$ cat src/rtl/arb_pkg.sv
// Shared types and sizes for the four-channel round-robin arbiter.
package arb_pkg;

    localparam int ARB_N    = 4;
    localparam int ARB_SELW = 2;
    localparam int ARB_CNTW = 8;

    typedef enum logic {
        ARB_IDLE,
        ARB_GRANT
    } arb_state_e;

endpackage

$ cat src/rtl/mux4.sv
// Plain 4:1 word multiplexer; the arbiter's out_sel drives sel.
module mux4 #(
    parameter int DW = 4
) (
    input  logic [DW-1:0] d0,
    input  logic [DW-1:0] d1,
    input  logic [DW-1:0] d2,
    input  logic [DW-1:0] d3,
    input  logic [1:0]    sel,
    output logic [DW-1:0] y
);

    // NOTE: y gets a default before the case so no latch can be inferred.
    always_comb begin
        y = d0;
        case (sel)
            2'd1:    y = d1;
            2'd2:    y = d2;
            2'd3:    y = d3;
            default: y = d0;
        endcase
    end

endmodule

$ cat src/rtl/rr_pick4.sv
// Combinational round-robin picker: first set bit of req scanning ptr, ptr+1, ptr+2, ptr+3 (mod 4).
module rr_pick4
    import arb_pkg::*;
(
    input  logic [ARB_N-1:0]    req,
    input  logic [ARB_SELW-1:0] ptr,
    output logic                found,
    output logic [ARB_SELW-1:0] idx
);

    // Scan from the farthest offset down so the closest hit to ptr wins.
    always_comb begin
        found = |req;
        idx   = ptr;
        for (int k = ARB_N - 1; k >= 0; k--) begin
            if (req[ptr + ARB_SELW'(k)]) begin
                idx = ptr + ARB_SELW'(k);
            end
        end
    end

endmodule

$ cat src/rtl/arb4_rr.sv
// Four-input round-robin arbiter with valid/ready handshakes feeding one mux4.
// Define ARB4_STATS_EN to add saturating per-channel grant counters (grant_cnt).
module arb4_rr
    import arb_pkg::*;
#(
    parameter int DW = 4
) (
    input  logic                clk,
    input  logic                rst_n,
    input  logic [ARB_N-1:0]    req_valid,
    input  logic [DW-1:0]       d0,
    input  logic [DW-1:0]       d1,
    input  logic [DW-1:0]       d2,
    input  logic [DW-1:0]       d3,
    output logic [ARB_N-1:0]    req_ready,
    output logic                out_valid,
    input  logic                out_ready,
    output logic [DW-1:0]       out_data,
    output logic [ARB_SELW-1:0] out_sel
`ifdef ARB4_STATS_EN
    ,
    output logic [ARB_N-1:0][ARB_CNTW-1:0] grant_cnt
`endif
);

    arb_state_e          state;
    logic [ARB_SELW-1:0] ptr;
    logic [ARB_SELW-1:0] pick_ptr;
    logic [ARB_SELW-1:0] pick_idx;
    logic                pick_found;
    logic                granting;
    logic                handshake;

    assign granting  = (state == ARB_GRANT);
    assign out_valid = granting && req_valid[out_sel];
    assign handshake = out_valid && out_ready;

    // On a handshake the re-pick starts just past the served channel, making it lowest priority.
    assign pick_ptr = handshake ? out_sel + ARB_SELW'(1) : ptr;

    always_comb begin
        req_ready = '0;
        if (granting) begin
            req_ready[out_sel] = out_ready;
        end
    end

    rr_pick4 u_pick (
        .req   (req_valid),
        .ptr   (pick_ptr),
        .found (pick_found),
        .idx   (pick_idx)
    );

    mux4 #(.DW(DW)) u_mux (
        .d0  (d0),
        .d1  (d1),
        .d2  (d2),
        .d3  (d3),
        .sel (out_sel),
        .y   (out_data)
    );

    // NOTE: sequential state uses non-blocking assignments so every register samples pre-edge values.
    always_ff @(posedge clk or negedge rst_n) begin
        if (!rst_n) begin
            state   <= ARB_IDLE;
            ptr     <= '0;
            out_sel <= '0;
        end else begin
            case (state)
                ARB_IDLE: begin
                    if (pick_found) begin
                        out_sel <= pick_idx;
                        state   <= ARB_GRANT;
                    end
                end
                ARB_GRANT: begin
                    if (handshake) begin
                        ptr <= out_sel + ARB_SELW'(1);
                        if (pick_found) begin
                            out_sel <= pick_idx;
                        end else begin
                            state <= ARB_IDLE;
                        end
                    end else if (!req_valid[out_sel]) begin
                        // Producer withdrew before its handshake: abandon the grant, keep ptr.
                        state <= ARB_IDLE;
                    end
                end
                default: state <= ARB_IDLE;
            endcase
        end
    end

`ifdef ARB4_STATS_EN
    always_ff @(posedge clk or negedge rst_n) begin
        if (!rst_n) begin
            grant_cnt <= '0;
        end else if (handshake && (grant_cnt[out_sel] != {ARB_CNTW{1'b1}})) begin
            grant_cnt[out_sel] <= grant_cnt[out_sel] + ARB_CNTW'(1);
        end
    end
`endif

endmodule

$ cat config.mk
export PLATFORM = sky130hd
export DESIGN_NAME = arb4_rr
export DESIGN_NICKNAME = d
export VERILOG_FILES = /design/src/rtl/arb_pkg.sv /design/src/rtl/mux4.sv /design/src/rtl/rr_pick4.sv /design/src/rtl/arb4_rr.sv
export SDC_FILE = /design/constraint.sdc
export NUM_CORES = 1
export LEC_CHECK = 0
export BUFFER_PORTS_ARGS = -buffer_cell sky130_fd_sc_hd__buf_4
export CAP_MARGIN = 30
export CORE_UTILIZATION = 25
export DETAILED_ROUTE_END_ITERATION = 10
export PLACE_DENSITY = 0.62
export SLEW_MARGIN = 0
export SYNTH_ARGS = -nofsm -noshare
export SYNTH_HDL_FRONTEND = slang
export SYNTH_SLANG_ARGS = --single-unit
$ cat constraint.sdc
create_clock -name clk -period 2.6 [get_ports clk]
set_clock_uncertainty 0.1 [all_clocks]
set_input_delay 0.39 -clock clk [delete_from_list [all_inputs] [get_ports clk]]
set_output_delay 0.39 -clock clk [all_outputs]
set_load 0.1 [all_outputs]
## Word level (Yosys, flattened, before mapping)

Index checks and enable logic that the tools add are counted.

| operators by class | value |
|---|---|
| $add $sub $neg | 4 |
| order comparisons | 6 |
| eq/ne operators | 4 |
| multiplexer cells | 26 |
| bitwise logic cells | 2 |
| reductions and logical operators | 4 |

Operators with widths:

| cell | count |
|---|---|
| $lt A2 B3 Y1 const B | 5 |
| $mux W2 | 7 |
| $pmux W4 S3 | 1 |
| $bmux W1 S2 | 5 |
| $mux W1 | 9 |
| $add A2 B1 Y2 const B | 2 |
| $add A2 B2 Y2 const B | 2 |
| $and A4 B4 Y4 | 1 |
| $eq A2 B2 Y1 const B | 2 |
| $mux W4 | 1 |
| $pmux W2 S2 | 1 |
| $reduce_or A4 Y1 | 1 |
| $logic_and A1 B1 Y1 | 3 |
| $demux W1 S2 | 1 |
| $eq A2 B1 Y1 const B | 1 |
| $ge A2 B1 Y1 const B | 1 |
| $ne A2 B1 Y1 const B | 1 |
| $pmux W1 S2 | 1 |
| $not A1 Y1 | 1 |

| word-level totals | value |
|---|---|
| bits in registers | 5 |
| bits of input ports | 23 |

## Depth between registers and ports, before layout

| depth | value |
|---|---|
| depth in word-level cells | 15 |
| mapped depth | 8 |
| gate-level depth less buffers | 7 |

## Cells and area by module

A second synthesis with hierarchy kept.

| second synthesis, totals | value |
|---|---|
| cells, all modules | 60 |
| area, all modules | 605.6 µm² |

Modules (own cells, without submodules):

| module | times used | cells each | area each (µm²) | seq. area each (µm²) |
|---|---|---|---|---|
| arb4_rr | 1 | 40 | 400.4 | 125.1 |
| mux4 | 1 | 4 | 105.1 | 0.0 |
| rr_pick4 | 1 | 16 | 100.1 | 0.0 |

## Least setup slack after synthesis

No wires, ideal clock.

| timing path | value |
|---|---|
| kind | register -> output |
| start | register out_sel[0] |
| end | output port out_data[0] |
| data arrival time | 3193 ps |
| data required time | 2110 ps |
| slack | -1083 ps |
| cell stages (with the launch flop) | 6 |
| path buffers | 2 |
| cells stage by stage | dfrtp_1 -> buf_6 -> inv_1 -> ha_1 -> clkbuf_1 -> mux2i_1 |

| on the way | value |
|---|---|
| longest elaborated chain between the ends | 2 |

Ends and longest elaborated chain:

| what | RTL line | source |
|---|---|---|
| start: declaration | arb4_rr.sv:19 | `output logic [ARB_SELW-1:0] out_sel` |
| start signal: assignment | arb4_rr.sv:74 | `out_sel <= pick_idx;` |
| start signal: assignment | arb4_rr.sv:82 | `out_sel <= pick_idx;` |
| $eq A2 B2 Y1 or $eq A2 B1 Y1 (tied branches) | mux4.sv:16 | `case (sel)` |
| $pmux W4 S3 * | mux4.sv:16 |  |
| end: declaration | arb4_rr.sv:18 | `output logic [DW-1:0] out_data,` |

Every way passes the cells marked *; elsewhere a longest branch is shown, timed or not.

## Worst setup path after layout

Ends and elaborated chain as after synthesis.

==> impl_metrics.json <==
{
  "r2r_setup_slack_ns": 0.32,
  "synthArstFlopShare": 1.00,
  "dieArea_sq_mm": 0.00276,
  "routed_via_density": 4.97,
  "drive_gt1_frac": 0.453,
  "cts_buffers": 3,
  "end_kind": "primary output",
  "cts_tree": "yes",
  "synthTopCellsByArea": "dfrtp_1 20%, mux2i_1 11%, ha_1 9.8%",
  "crit_path_max_fanout": 7,
  "fmax_mhz": 414,
  "period_share": 0.928,
  "synth_edf_count": 0,
  "cpPeakStageDelay_ns": 0.49,
  "gp_congestion": 0.862,
  "worst_slew_pin_slew_ns": 0.464,
  "dr.pass1.iters": 4,
  "max_cap_violations": 0,
  "synth-seq-cells": 5,
  "setup_viol": 0,
  "grt_usage": 0.135,
  "slew_violations": 0,
  "critPathSlowestCell": "a222oi_1",
  "cts.sinks": 5,
  "ant_nets": 0,
  "syn_area_per_cell_sq_um": 8.29,
  "vias": 721,
  "antenna_found_initial": 0,
  "synth-seq-area-share": 0.196,
  "ys_types": 28,
  "holdCritPathClass": "primary input to register",
  "crit_type": "register to primary output",
  "routed_wl_um": 1790,
  "drc": 0,
  "rsz0062_at_grt": "false",
  "path_clk_slew_ns": 0.04,
  "min_to": "granting",
  "finalHoldViolCount": 0,
  "synthDominantCellAreaShare": 0.196,
  "area_delta_synth_final_pct": 60.6,
  "cts_resized": 0,
  "outcome": "complete, no violations",
  "worstPathRequired_ns": 2.11,
  "antennaDiodeCount": 0,
  "grt_pass1_wl_um": 2810,
  "crit_top_cell": "buf_4",
  "slew_headroom": 0.691,
  "synthFlopType": "dfrtp_1",
  "seq_area_sq_um": 128,
  "syn-num-nets": 105,
  "synthTopCellsByCount": "9 x inv_1, 8 x nand2_1, 7 x a21oi_1, 7 x mux2i_1",
  "port_buffers": 33,
  "crit_chain": "buf_4 -> ha_1 -> a222oi_1 -> mux2i_4 -> buf_4",
  "initial_core_util": 0.275,
  "reg2regPathDepth": 7,
  "first_global_vias": 656,
  "grt.overflow.total": 0,
  "synth_top_cell_by_area": "dfrtp_1",
  "multiInputGateArea_sq_um": 503,
  "worst_setup_path_start_kind": "register",
  "r2r-end": "out_sel[0]",
  "cp.arrival_ns": 1.92,
  "final.fill_count": 222,
  "yosysWarnings": 0,
  "syn_inst": 77,
  "dpl.hpwl_um": 1440,
  "insertion_delay_ns": 0.25,
  "synth.most_common_cell": "inv_1",
  "design.core.area_sq_mm": 0.00232,
  "cts_buffer_depth": 2,
  "min_delay_path_depth": 3,
  "io-pin-count": 34,
  "fp-row-count": 17,
  "htreeDepth": 1,
  "cts_root_buffer": "clkbuf_4",
  "setup_tns_ns": 0,
  "initialDrtViolationCount": 21,
  "nets": 146,
  "r2r-start": "out_sel[0]",
  "hp-start": "req_valid[1]",
  "chipWidth_um": 52.5,
  "synth_area_sq_um": 638,
  "period_needed_ns": 2.41,
  "die_y_um": 52.5,
  "routedWlPerCell_um": 12.3,
  "grt_max_degree": 11
}
[per-layer routing]
metal / global-route usage / share of wire / vias to the layer above
li1: - / - / 364
met1: 0.176 / 0.46 / 318
met2: 0.217 / 0.44 / 36
met3: 0.0232 / 0.084 / 3
met4: 0.0526 / 0.015 / 0
met5: 0 / 0 / -
[timing repair]
action	CTS	global route
endpoints found under the hold margin	5	0
hold buffers	1	0
buffers inserted	0	4
endpoints found under the setup margin	0	4
[how the worst max path moves through the flow]
stage                from          end  slack (ns)  cells past startpoint
2_1_floorplan  out_sel[0]  out_data[0]       0.003                      5
3_3_place_gp   out_sel[0]  out_data[3]        0.43                      5
3_5_place_dp   out_sel[0]  out_data[0]        0.35                      5
4_1_cts        out_sel[0]  out_data[2]        0.10                      5
5_1_grt        out_sel[0]  out_data[1]        0.08                      5
6_report       out_sel[0]  out_data[0]        0.19                      5
[state kept, by name, indices dropped and copies added, names as in the netlist]
register / count
out_sel: 2
ptr: 2
granting: 1
[cells in the final DEF, fill, tap and decap left out, drive strengths merged, types with 4 or more instances in the layout]
cell type,instances
a222oi,4
ha,5
and3,4
nand2,8
o21ai,4
a21oi,7
inv,10
buf,38
clkbuf,4
dfrtp,5
mux2i,10
[metrics by stage]
stage | hold slack [ns] | worst slack (ns) | std cells | utilization | cell area (sq um)
floorplan | -0.00559 | 0.00301 | 77 | - | 692
global placement | 0.0960 | 0.430 | 136 | 0.413 | 958
detailed placement | 0.0978 | 0.354 | 136 | 0.413 | 958
CTS | 0.360 | 0.100 | 141 | 0.429 | 995
global route | 0.372 | 0.0769 | 145 | 0.442 | 1020
finish | 0.367 | 0.187 | 145 | 0.442 | 1020
[critical path, delay by kind of cell (launching register included)]
kind / cells / cell delay, ns
compound gates: 1 / 0.49
fa+ha+maj: 1 / 0.25
buf+inv: 2 / 0.40
flops: 1 / 0.43
mux: 1 / 0.11
[final cells by class]
cell class | count | share of cell area
multi-input combinational | 59 | 0.491
timing repair buffer | 39 | 0.288
sequential | 5 | 0.125
inverter | 10 | 0.0366
tap | 28 | 0.0342
clock buffer | 4 | 0.0256
[cell families after synthesis]
family	count (synthesis)	share of synthesized area
adder cells (fa/ha/maj)	5	0.0980
AO/OA/AOI/OAI	22	0.259
AND/OR/NAND/NOR	22	0.178
multiplexers	10	0.175
buffers and inverters	13	0.0941
flip-flops	5	0.196
Power is not shown: default switching activity piles up to over one toggle a cycle in this logic, so the estimate is an artifact.
